### src/rtl/fir_pkg.sv
// Shared definitions for the FIR control path: state encoding, default
// geometry of the 4-MAC datapath and the bank-decode helper.
`timescale 1ns/1ps
package fir_pkg;

  localparam int FIR_NUM_MAC       = 4;
  localparam int FIR_TAPS_PER_MAC  = 10;
  localparam int FIR_MAC_LAT       = 1;
  localparam int FIR_COEF_W        = 16;
  localparam int FIR_TAP_W         = 4;
  // Nominal clocks between 600 kHz sample strobes at 12 MHz.
  localparam int FIR_SAMPLE_PERIOD = 20;

  typedef enum logic [2:0] {
    ST_IDLE  = 3'd0,
    ST_CLR   = 3'd1,
    ST_MAC   = 3'd2,
    ST_DRAIN = 3'd3,
    ST_SUM   = 3'd4,
    ST_DONE  = 3'd5
  } fir_state_e;

  // One-hot write enable for the selected MAC coefficient bank.
  function automatic logic [FIR_NUM_MAC-1:0] bank_onehot(input logic [1:0] bank);
    return FIR_NUM_MAC'(1) << bank;
  endfunction

endpackage

### src/rtl/fir_coef_wr_if.sv
// Coefficient write port: captures a held request when the sequencer grants
// an idle cycle, decodes the bank, discards out-of-range taps and acks once.
`timescale 1ns/1ps
module fir_coef_wr_if
  import fir_pkg::*;
#(
  parameter int TAPS_PER_MAC = FIR_TAPS_PER_MAC,
  parameter int TAP_W        = FIR_TAP_W,
  parameter int COEF_W       = FIR_COEF_W
) (
  input  logic                   clk_i,
  input  logic                   rst_n_i,
  input  logic                   idle_grant_i,
  input  logic                   coef_wr_i,
  input  logic [TAP_W+1:0]       coef_addr_i,
  input  logic [COEF_W-1:0]      coef_data_i,
  output logic                   coef_ack_o,
  output logic [FIR_NUM_MAC-1:0] coef_wr_en_o,
  output logic [TAP_W-1:0]       coef_wr_addr_o,
  output logic [COEF_W-1:0]      coef_wr_data_o,
  output logic                   wr_busy_o
);

  logic                   ack_q;
  logic [FIR_NUM_MAC-1:0] wr_en_q;
  logic [FIR_NUM_MAC-1:0] wr_en_d;
  logic [TAP_W-1:0]       addr_q;
  logic [COEF_W-1:0]      data_q;
  logic [1:0]             bank;
  logic [TAP_W-1:0]       tap;
  logic                   tap_ok;
  logic                   accept;

  assign bank   = coef_addr_i[TAP_W+1:TAP_W];
  assign tap    = coef_addr_i[TAP_W-1:0];
  assign tap_ok = ({{(32-TAP_W){1'b0}}, tap} < 32'(TAPS_PER_MAC));
  // The requester still holds its request during the ack cycle, so a
  // pending ack masks re-acceptance to keep it one write per request.
  assign accept = idle_grant_i & coef_wr_i & ~ack_q;

  // Bank enable for an accepted write; an out-of-range tap writes nothing.
  always_comb begin
    wr_en_d = '0;
    if (accept && tap_ok) begin
      wr_en_d = bank_onehot(bank);
    end
  end

  // Register the write strobe, ack and the address/data copy.
  always_ff @(posedge clk_i or negedge rst_n_i) begin
    if (!rst_n_i) begin
      ack_q   <= 1'b0;
      wr_en_q <= '0;
      addr_q  <= '0;
      data_q  <= '0;
    end else begin
      ack_q   <= accept;
      wr_en_q <= wr_en_d;
      if (accept) begin
        addr_q <= tap;
        data_q <= coef_data_i;
      end
    end
  end

  assign coef_ack_o     = ack_q;
  assign coef_wr_en_o   = wr_en_q;
  assign coef_wr_addr_o = addr_q;
  assign coef_wr_data_o = data_q;
  assign wr_busy_o      = ack_q;

endmodule

### src/rtl/fir_ctrl_fsm.sv
// Sequencer for the 4-MAC FIR datapath: one MAC pass per sample strobe
// (clear, tap sweep, drain, sum latch, valid) plus gated coefficient writes.
`timescale 1ns/1ps
module fir_ctrl_fsm
  import fir_pkg::*;
#(
  parameter int TAPS_PER_MAC = FIR_TAPS_PER_MAC,
  parameter int MAC_LAT      = FIR_MAC_LAT,
  parameter int COEF_W       = FIR_COEF_W,
  parameter int TAP_W        = FIR_TAP_W
) (
  input  logic                   iClk12M,
  input  logic                   iRsn,
  input  logic                   iEnSample600k,
  input  logic                   iCoefWr,
  input  logic [TAP_W+1:0]       iCoefAddr,
  input  logic [COEF_W-1:0]      iCoefData,
  output logic                   oCoefAck,
  output logic [FIR_NUM_MAC-1:0] oCoefWrEn,
  output logic [TAP_W-1:0]       oCoefWrAddr,
  output logic [COEF_W-1:0]      oCoefWrData,
  output logic                   oSmplWr,
  output logic                   oMacClr,
  output logic                   oMacEn,
  output logic [TAP_W-1:0]       oTapIdx,
  output logic                   oEnSum,
  output logic                   oFirValid,
  output logic                   oBusy,
  output logic                   oOverrun
);

  localparam logic [TAP_W-1:0] LAST_TAP   = TAP_W'(TAPS_PER_MAC - 1);
  localparam logic [7:0]       LAST_DRAIN = (MAC_LAT > 0) ? 8'(MAC_LAT - 1) : 8'd0;

  fir_state_e       state_q;
  logic [TAP_W-1:0] tap_q;
  logic [7:0]       drain_q;
  logic             smpl_wr_q;
  logic             mac_clr_q;
  logic             mac_en_q;
  logic             en_sum_q;
  logic             fir_valid_q;
  logic             busy_q;
  logic             overrun_q;
  logic             idle_grant;
  logic             coef_busy;

  // A coefficient write may only be taken in IDLE when no sample starts.
  assign idle_grant = (state_q == ST_IDLE) && !iEnSample600k;

  fir_coef_wr_if #(
    .TAPS_PER_MAC (TAPS_PER_MAC),
    .TAP_W        (TAP_W),
    .COEF_W       (COEF_W)
  ) u_coef_wr (
    .clk_i          (iClk12M),
    .rst_n_i        (iRsn),
    .idle_grant_i   (idle_grant),
    .coef_wr_i      (iCoefWr),
    .coef_addr_i    (iCoefAddr),
    .coef_data_i    (iCoefData),
    .coef_ack_o     (oCoefAck),
    .coef_wr_en_o   (oCoefWrEn),
    .coef_wr_addr_o (oCoefWrAddr),
    .coef_wr_data_o (oCoefWrData),
    .wr_busy_o      (coef_busy)
  );

  // Pass sequencer; every output is registered with the state it belongs to.
  always_ff @(posedge iClk12M or negedge iRsn) begin
    if (!iRsn) begin
      state_q     <= ST_IDLE;
      tap_q       <= '0;
      drain_q     <= '0;
      smpl_wr_q   <= 1'b0;
      mac_clr_q   <= 1'b0;
      mac_en_q    <= 1'b0;
      en_sum_q    <= 1'b0;
      fir_valid_q <= 1'b0;
      busy_q      <= 1'b0;
      overrun_q   <= 1'b0;
    end else begin
      smpl_wr_q   <= 1'b0;
      mac_clr_q   <= 1'b0;
      en_sum_q    <= 1'b0;
      fir_valid_q <= 1'b0;

      // A strobe that cannot start a pass is dropped and flagged for good.
      if (iEnSample600k && ((state_q != ST_IDLE) || coef_busy)) begin
        overrun_q <= 1'b1;
      end

      case (state_q)
        ST_IDLE: begin
          if (iEnSample600k && !coef_busy) begin
            state_q   <= ST_CLR;
            smpl_wr_q <= 1'b1;
            mac_clr_q <= 1'b1;
            busy_q    <= 1'b1;
          end
        end
        ST_CLR: begin
          state_q  <= ST_MAC;
          mac_en_q <= 1'b1;
          tap_q    <= '0;
        end
        ST_MAC: begin
          if (tap_q == LAST_TAP) begin
            mac_en_q <= 1'b0;
            if (MAC_LAT == 0) begin
              state_q  <= ST_SUM;
              en_sum_q <= 1'b1;
            end else begin
              state_q <= ST_DRAIN;
              drain_q <= '0;
            end
          end else begin
            tap_q <= tap_q + 1'b1;
          end
        end
        ST_DRAIN: begin
          if (drain_q == LAST_DRAIN) begin
            state_q  <= ST_SUM;
            en_sum_q <= 1'b1;
          end else begin
            drain_q <= drain_q + 8'd1;
          end
        end
        ST_SUM: begin
          state_q     <= ST_DONE;
          fir_valid_q <= 1'b1;
        end
        ST_DONE: begin
          state_q <= ST_IDLE;
          busy_q  <= 1'b0;
          tap_q   <= '0;
        end
        default: begin
          state_q <= ST_IDLE;
          busy_q  <= 1'b0;
          tap_q   <= '0;
        end
      endcase
    end
  end

  assign oSmplWr   = smpl_wr_q;
  assign oMacClr   = mac_clr_q;
  assign oMacEn    = mac_en_q;
  assign oTapIdx   = tap_q;
  assign oEnSum    = en_sum_q;
  assign oFirValid = fir_valid_q;
  assign oBusy     = busy_q;
  assign oOverrun  = overrun_q;

endmodule

### config.mk
export PLATFORM = sky130hd
export DESIGN_NAME = fir_ctrl_fsm
export DESIGN_NICKNAME = d
export VERILOG_FILES = /design/src/rtl/fir_pkg.sv /design/src/rtl/fir_coef_wr_if.sv /design/src/rtl/fir_ctrl_fsm.sv
export SDC_FILE = /design/constraint.sdc
export NUM_CORES = 1
export LEC_CHECK = 0
export CAP_MARGIN = 20
export CORE_MARGIN = 2
export CORE_UTILIZATION = 37
export CTS_BUF_LIST = sky130_fd_sc_hd__clkbuf_16
export DETAILED_ROUTE_END_ITERATION = 7
export HOLD_SLACK_MARGIN = 0.1
export PLACE_DENSITY = 0.76
export SLEW_MARGIN = 20
export SYNTH_ARGS = -nofsm -noshare
export SYNTH_HDL_FRONTEND = slang
export SYNTH_SLANG_ARGS = --single-unit
export TNS_END_PERCENT = 5
### constraint.sdc
create_clock -name iClk12M -period 1.9 [get_ports iClk12M]
set_input_delay 0.38 -clock iClk12M [delete_from_list [all_inputs] [get_ports iClk12M]]
set_output_delay 0.38 -clock iClk12M [all_outputs]
set_load 0.01 [all_outputs]
==> results of run 1 <==
cell families (layout without fill, tap and decap cells):
logic type               count (synthesis)  count (layout)  synth area share (%)
buffers and inverters                   20              95                 4.281
AND/OR/NAND/NOR                        105             105                 23.94
flip-flops                              46              46                 57.07
multiplexers                             5               5                 2.605
adder cells (fa/ha/maj)                  4               4                 2.481
AO/OA/AOI/OAI                           29              29                 9.616
what timing repair did:
action                                 CTS  global route
hold buffers                             1             0
gates resized for setup                  1             0
endpoints found under the hold margin   16             0
setup endpoints to repair                5             5
layout by cell type, fill, tap and decap left out, types with 3 or more instances in the layout:
cell type / instances
clkbuf_16: 5
nor3_1: 3
nand2_1: 68
ha_1: 4
dfrtp_1: 46
o31ai_1: 3
mux2i_1: 3
nand3_1: 6
o22ai_1: 4
inv_1: 10
o21ai_0: 8
clkdlybuf4s50_1: 60
a21oi_1: 4
nor2_1: 5
buf_4: 15
per-layer routing:
layer / global-route usage [%] / vias up / wire (um)
li1: - / 855 / -
met1: 19.38 / 814 / 2027
met2: 26.29 / 44 / 2139
met3: 4.767 / 2 / 243
met4: 3.750 / 0 / 21
met5: 0 / - / 0
flip-flops by register name (all words and copies together) (netlist names):
register                  flops
u_coef_wr.coef_wr_data_o     16
drain_q                       8
oTapIdx                       4
u_coef_wr.coef_wr_addr_o      4
u_coef_wr.coef_wr_en_o        4
state_q                       3
oBusy                         1
oEnSum                        1
oFirValid                     1
oMacClr                       1
oMacEn                        1
oOverrun                      1
u_coef_wr.coef_ack_o          1
stage by stage:
step / instance area, um^2 / worst slack [ns] / power [mW] / std cells / util (%)
finish: 2967 / -0.1242 / 3.835 / 354 / 57.35
global route: 2967 / -0.2286 / 4.091 / 354 / 57.35
CTS: 2967 / -0.1131 / 3.885 / 354 / 57.35
detailed placement: 2794 / -0.09362 / 2.924 / 346 / 54.02
global placement: 2794 / -0.03436 / 2.889 / 346 / 54.02
floorplan: 2017 / -0.09717 / 2.128 / 209 / -
final cells by class:
class	count	area [um^2]
flip-flops and latches	46	1151
clock buffers	5	125.1
multi-input cells	143	783.3
inverters	10	37.54
fillers	445	2206
clock inverters	2	33.78
repair buffers	78	748.2
well taps	70	87.58
cell usage after synthesis (2+ instances only):
master     n
a21oi_1    4
and2_1     2
and3_1     2
and3_2     2
clkbuf_1   8
dfrtp_1   46
ha_1       4
inv_1     10
mux2_2     2
mux2i_1    3
nand2_1   68
nand3_1    6
nand3b_1   2
nand4_1    2
nor2_1     5
nor2b_1    2
nor3_1     3
nor3b_1    2
nor4_1     2
o21ai_0    8
o22ai_1    4
o31ai_1    3
critical path: cells and delay by family, from the launching register on:
family / cells / cell delay (ns)
DFF: 1 / 0.38
AOI/OAI and AO/OA: 2 / 0.68
and+or+nand+nor: 2 / 0.67
buffers and inverters: 1 / 0.06
adders and majority gates: 1 / 0.13
worst max path at each step:
stage / from / endpoint / slack [ns] / depth (start not counted)
2_1_floorplan: drain_q[0] / drain_q[6] / -0.1 / 7
3_3_place_gp: drain_q[0] / drain_q[6] / -0.03 / 6
3_5_place_dp: drain_q[1] / drain_q[6] / -0.09 / 6
4_1_cts: drain_q[1] / drain_q[6] / -0.11 / 6
5_1_grt: drain_q[0] / drain_q[3] / -0.23 / 7
6_report: drain_q[0] / drain_q[6] / -0.12 / 6
power breakdown:
group	switching (mW)	internal (mW)	total [mW]
Combinational	0.622	0.784	1.41
Sequential	0.218	1.27	1.49
Clock	0.332	0.608	0.940
==> results.toml, run 1 <==
[floorplanning]
start_util_pct = 38.99
core-area_um2 = 5172
die_y_um = 77.83
die_w_um = 77.83
die_area_um2 = 6058
ios = 62
placementRows = 26

[placed_design]
gp_congestion = 0.7930
io_buffers = 61
dp_hpwl_um = 3287

[logic_synthesis]
synth_top_area_share_pct = 57.07
synth_edf_count = 0
netlist_instances = 209
synth_top_cell_by_area = "dfrtp_1"
synth.avg_cell_area_um2 = 9.650
synth.ff_latch_count = 46
synth-seq-area-share_pct = 57.07
async_flop_share_pct = 100.0
netlist_area_um2 = 2017
yosys_warnings = 0
synth_ff_type = "dfrtp_1"
ys_types = 41
synthTopCellsByArea = "dfrtp_1, nand2_1, ha_1, o21ai_0, inv_1"
synth_fp_nets = 239

[cells_and_area]
diodes = 0
drive_above_1_share_pct = 10.56
nNetsFinal = 314
syn_to_final_growth_pct = 47.08

[clock_tree]
h-tree-depth = 2
clkTransAtPathRegs_ns = 0.06
cts_tree = "yes"
cts-root-buf = "clkbuf_16"
clkLatencyLatePin_ns = 0.28
cts_num_sinks = 46
numCtsBuffers = 5
ctsLongestPathBuffers = 2
postCtsSetupBuffers = 0

[global_routing]
grt_pass1_wl_um = 7534
overflow = 0
grt_use_total_pct = 15.54
grt_max_degree = 31
grt_pass1_vias = 1681
antenna_found_initial = 0

[worst_setup_path]
end_kind = "flop"
slowest_delay_ns = 0.46
worst-setup-path-type = "reg2reg"
ff2ff_path_depth = 6
crit_fanout = 6
crit_slowest_cell = "or4b_4"
cp_cell_sequence = "inv_1 -> ha_1 -> or4b_4 -> o41a_1 -> and3_1 -> a221o_1"
ff2ff_setup_slack_ns = -0.12
r2r_start = "drain_q[0]"
reg2reg_to = "drain_q[6]"
start_kind = "flop"
arrival_ns = 2.18
cp_data_required_time_ns = 2.06

[timing]
hold_viol_final = 0
report.final.slew_viol_count = 0
period_minus_slack_ns = 2.024
tns_ns = -0.4452
max_slew_margin_pct = 73.66
period_share_pct = 106.5
clock.fmax_mhz = 494.0
finalSetupViolCount = 5
hold_ws_ns = 0.4654
grt_setup_unrepaired = "yes"
fin_ws_ns = -0.1242
finClkSkew_ns = 0.002097
tightest_slew_ns = 0.3951

[worst_hold_path]
hold_depth = 1
hold_path_class = "reg2reg"
hold_path_startpoint = "oOverrun"
min_to = "oOverrun"

[routing]
wl_um = 4431
drt_pass1_iterations = 4
drc = 0
wl_per_cell_um = 12.52
vias = 1715
ant_nets = 0
post_drt_via_cell_ratio = 4.845
drt_iter0_markers = 106

[flow_run]
cap_violations = 0

[pwr]
leakagePower_nw = 1.392
vdd_drop_max_v = 0.0007479
power_density_nw_per_um2 = 1293

[outcome]
outcome = "complete, but fails checks"
violations = "negative setup slack"
No activity file was read; power rests on OpenSTA's default activity.
==> run 2: changes to the inputs <==
--- a/config.mk
+++ b/config.mk
@@ -6,6 +6,7 @@
 export NUM_CORES = 1
 export LEC_CHECK = 0
 export CAP_MARGIN = 20
+export CORE_ASPECT_RATIO = 0.6
 export CORE_MARGIN = 2
 export CORE_UTILIZATION = 37
 export CTS_BUF_LIST = sky130_fd_sc_hd__clkbuf_16
==> run 2 against run 1 <==
Net effect: the run still ends with negative setup slack left; die area up 0.32%; sequential share of layout area about the same; sequential power about the same; combinational power up 4%; via count up 0.52%; worst setup slack better by 0.080 ns; critical endpoint unchanged.
==> results.toml, run 2 (same netlist as run 1, synthesis figures left out) <==
[outcome]
outcome = "complete, but fails checks"
violations = "negative setup slack"

[routing]
ant_nets = 0
drt_iter0_markers = 48
drt_pass1_iterations = 4
drc = 0
wl_um = 4721
wl_per_cell_um = 13.34
post_drt_via_cell_ratio = 4.870
vias = 1724

[worst_setup_path]
ff2ff_path_depth = 6
cp_data_required_time_ns = 2.06
start_kind = "flop"
cp_cell_sequence = "inv_1 -> ha_1 -> or4b_4 -> o41a_1 -> and3_1 -> a221o_1"
path_buf_inv = 1
reg2reg_to = "drain_q[6]"
crit_path_end = "drain_q[6]"
ff2ff_setup_slack_ns = -0.04
r2r_start = "drain_q[0]"
crit_family = "simple AND/OR/NAND/NOR gates"
slowest_delay_ns = 0.45
crit_fanout = 5
arrival_ns = 2.11
crit_start = "drain_q[0]"
end_kind = "flop"
crit_cells = 6
crit_slowest_cell = "or4b_4"
worst-setup-path-type = "reg2reg"

[worst_hold_path]
hold_depth = 2
hold_path_class = "reg2reg"

[cells_and_area]
nNetsFinal = 318
mostFrequentLayoutCell = "nand2_1"
instances_no_fill = 354
diodes = 0
layout_common_cells = "nand2_1, clkdlybuf4s50_1, dfrtp_1, buf_4, inv_1"
final_util_pct = 57.57
fin_area_um2 = 2968
drive_above_1_share_pct = 12.15
fill_cells = 470
register_area_um2 = 1151
multi_input_area_um2 = 783.3
syn_to_final_growth_pct = 47.15
largest_reg_flops = 16

[floorplanning]
ios = 62
start_util_pct = 39.13
placementRows = 20
die_y_um = 61.19
core-area_um2 = 5155
die_w_um = 99.32
die_area_um2 = 6077

[clock_tree]
postCtsSetupBuffers = 0
cts-root-buf = "clkbuf_16"
cts_num_sinks = 46
cts_tree = "yes"
clkLatencyLatePin_ns = 0.28
numCtsBuffers = 5
ctsLongestPathBuffers = 2
clkTransAtPathRegs_ns = 0.06
h-tree-depth = 2

[timing]
finalSetupViolCount = 5
tns_ns = -0.1063
hold_viol_final = 0
report.final.slew_viol_count = 0
period_minus_slack_ns = 1.944
max_slew_margin_pct = 65.88
period_share_pct = 102.3
clock.fmax_mhz = 514.5
finClkSkew_ns = 0.005547
hold_ws_ns = 0.4753
grt_setup_unrepaired = "yes"
tightest_slew_ns = 0.5071
fin_ws_ns = -0.04382

[placed_design]
dp_cells = 346
placed_cell_area_um2 = 2819
dp_hpwl_um = 3460
gp_congestion = 0.8726
io_buffers = 61
place_ws_ns = -0.04607

[pwr]
leakagePower_nw = 1.404
fin_total_pwr_mw = 3.752
vdd_drop_max_v = 0.0006656
power_density_nw_per_um2 = 1264

[global_routing]
grt_pass1_wl_um = 7872
antenna_found_initial = 0
grt_use_total_pct = 16.46
grt_max_degree = 47
grt_pass1_vias = 1623
overflow = 0

[flow_run]
cap_violations = 0
run 2: what timing repair did:
item | 4_1_cts | 5_1_grt
resized for setup | 1 | 0
setup endpoints to repair | 5 | 9
hold endpoints to repair | 46 | 0
hold buffers | 1 | 0
run 2: where the power goes:
| group | internal (mW) | switching, mW | leakage, nW |
|---|---|---|---|
| combinational | 0.808 | 0.667 | 0.740 |
| sequential | 1.27 | 0.194 | 0.595 |
| clock | 0.475 | 0.337 | 0.0694 |
| total | 2.55 | 1.20 | 1.40 |
run 2: layout make-up:
cell class                 instances  share of cell area [%]
sequential                        46                   38.79
multi-input combinational        143                   26.39
timing repair buffer              82                   26.22
clock buffer                       5                   4.216
tap                               66                   2.782
inverter                          10                   1.265
clock inverter                     2                  0.3373
run 2: worst min path at each step:
stage / startpoint / endpoint / slack (ns)
after CTS: u_coef_wr.coef_wr_addr_o[3] / u_coef_wr.coef_wr_addr_o[3] / 0.48
final: u_coef_wr.coef_wr_addr_o[3] / u_coef_wr.coef_wr_addr_o[3] / 0.48
after detailed placement: iRsn / u_coef_wr.coef_wr_en_o[1] / 0.38
after global placement: iRsn / oEnSum / 0.38
after global routing: u_coef_wr.coef_wr_data_o[12] / u_coef_wr.coef_wr_data_o[12] / 0.50
after floorplan: iRsn / drain_q[0] / 0.08
run 2: metal layers:
metal  part of all wire (%)  global-route usage (%)
met1                     52                   25.07
met2                     40                   23.26
met3                    6.9                   5.562
met4                   0.51                   2.348
met5                      0                       0
run 2: worst register-to-register path, cell delays in order (launching register included):
cell and delay [ns]:
dfrtp_1 0.37, inv_1 0.06, ha_1 0.13, or4b_4 0.45, o41a_1 0.38, and3_1 0.19, a221o_1 0.25
==> run 3: changes to the inputs <==
--- a/config.mk
+++ b/config.mk
@@ -5,14 +5,15 @@
 export SDC_FILE = /design/constraint.sdc
 export NUM_CORES = 1
 export LEC_CHECK = 0
-export CAP_MARGIN = 20
+export CAP_MARGIN = 10
 export CORE_ASPECT_RATIO = 0.6
 export CORE_MARGIN = 2
 export CORE_UTILIZATION = 37
-export CTS_BUF_LIST = sky130_fd_sc_hd__clkbuf_16
+export CTS_BUF_LIST = sky130_fd_sc_hd__clkbuf_2
 export DETAILED_ROUTE_END_ITERATION = 7
+export DONT_BUFFER_PORTS = 1
 export HOLD_SLACK_MARGIN = 0.1
-export PLACE_DENSITY = 0.76
+export PLACE_DENSITY = 0.61
 export SLEW_MARGIN = 20
 export SYNTH_ARGS = -nofsm -noshare
 export SYNTH_HDL_FRONTEND = slang
==> run 3 against run 2 <==
Net effect: the flow still finishes with violations (negative setup slack); combinational power shrank 43%; global-route usage down 0.29 points; die area unchanged; total power shrank 20%; critical endpoint unchanged; highest routed layer unchanged.
==> results.toml, run 3 (same netlist as run 1, synthesis figures left out) <==
[outcome]
violations = "negative setup slack"
outcome = "complete, but fails checks"

[worst_setup_path]
cp_data_required_time_ns = 2.22
crit_slowest_cell = "or4b_4"
cp_cell_sequence = "inv_1 -> ha_1 -> or4b_4 -> o41a_1 -> and3_1 -> a221o_1"
crit_family = "simple AND/OR/NAND/NOR gates"
crit_fanout = 5
path_buf_inv = 1
start_kind = "flop"
worst-setup-path-type = "reg2reg"
end_kind = "flop"
arrival_ns = 2.31
slowest_delay_ns = 0.46

[timing]
max_slew_margin_pct = 68.58
hold_viol_final = 0
period_minus_slack_ns = 1.995
period_share_pct = 105.0
tightest_slew_ns = 0.4677
fin_ws_ns = -0.09513
clock.fmax_mhz = 501.2
report.final.slew_viol_count = 0
finalSetupViolCount = 5
tns_ns = -0.2899
grt_setup_unrepaired = "yes"
finClkSkew_ns = 0.009121

[routing]
drt_iter0_markers = 116
post_drt_via_cell_ratio = 5.069
wl_um = 4667
drt_pass1_iterations = 4
vias = 1607
wl_per_cell_um = 14.72
ant_nets = 0
drc = 0

[global_routing]
grt_pass1_vias = 1529
antenna_found_initial = 0
grt_pass1_wl_um = 7541
grt_max_degree = 47
grt_use_total_pct = 16.17
overflow = 0

[cells_and_area]
final_util_pct = 49.20
layout_common_cells = "nand2_1, dfrtp_1, dlygate4sd3_1, buf_4, inv_1"
mostFrequentLayoutCell = "nand2_1"
syn_to_final_growth_pct = 25.74
largest_reg_flops = 16
fill_cells = 478
diodes = 0
multi_input_area_um2 = 783.3
drive_above_1_share_pct = 13.94
register_area_um2 = 1151
nNetsFinal = 280

[clock_tree]
numCtsBuffers = 5
h-tree-depth = 2
cts-root-buf = "clkbuf_2"
cts_num_sinks = 46
clkLatencyLatePin_ns = 0.40
cts_tree = "yes"
postCtsSetupBuffers = 0
clkTransAtPathRegs_ns = 0.23
ctsLongestPathBuffers = 2

[pwr]
power_density_nw_per_um2 = 1180
fin_total_pwr_mw = 2.994
vdd_drop_max_v = 0.0005534
leakagePower_nw = 1.244

[placed_design]
io_buffers = 0
gp_congestion = 0.8575
place_ws_ns = -0.07283
dp_hpwl_um = 3155

[worst_hold_path]
hold_path_class = "in2reg"

[floorplanning]
die_y_um = 61.19
core-area_um2 = 5155
placementRows = 20
die_area_um2 = 6077
start_util_pct = 39.13
die_w_um = 99.32
ios = 62

[flow_run]
cap_violations = 0
-- run 3: path summary, 6_finish.rpt --
check / end / slack (ns) / start / depth (start not counted)
setup / recovery: drain_q[6] / -0.1 / drain_q[1] / 6
hold / removal: u_coef_wr.coef_wr_en_o[2] / 0.27 / iCoefAddr[1] / 3
setup reg to reg: drain_q[6] / -0.1 / drain_q[1] / 6
hold reg to reg: drain_q[7] / 0.54 / drain_q[7] / 1
max in group asynchronous: drain_q[5] / 1.26 / iRsn / 2
min in group asynchronous: oTapIdx[2] / 0.43 / iRsn / 2
-- run 3: layout make-up --
cell class	count	area share (%)
tap	66	3.256
clock buffer	6	1.184
timing repair buffer	44	16.33
multi-input combinational	143	30.88
clock inverter	2	1.480
sequential	46	45.39
inverter	10	1.480
-- run 3: worst min-delay path, stage by stage --
cell and delay [ns]:
o21ai_0 0.09, nand2_1 0.14, nor3b_1 0.06
-- run 3: where the power goes --
group / total [mW] / switching (mW) / internal, mW
logic: 0.840 / 0.466 / 0.374
registers: 1.61 / 0.343 / 1.27
clock network: 0.545 / 0.317 / 0.227
total: 2.99 / 1.13 / 1.87
-- run 3: per-layer routing --
layer | GRT usage [%] | vias to the layer above | share of wire [%]
li1 | - | 784 | -
met1 | 25.58 | 751 | 51
met2 | 20.37 | 68 | 40
met3 | 5.789 | 4 | 8.0
met4 | 4.110 | 0 | 0.36
met5 | 0 | - | 0
-- run 3: per-stage QoR --
step,std cells,hold WS (ns),cell area [um^2]
after floorplan,209,0.08441,2017
after global placement,284,0.08636,2193
after detailed placement,284,0.08637,2193
after CTS,317,0.2270,2532
after global routing,317,0.2380,2536
final,317,0.2709,2536
-- run 3: what timing repair did --
item / in CTS / in global routing
endpoints found under the hold margin: 72 / 0
hold buffers: 25 / 0
resized for setup: 1 / 1
endpoints found under the setup margin: 5 / 6
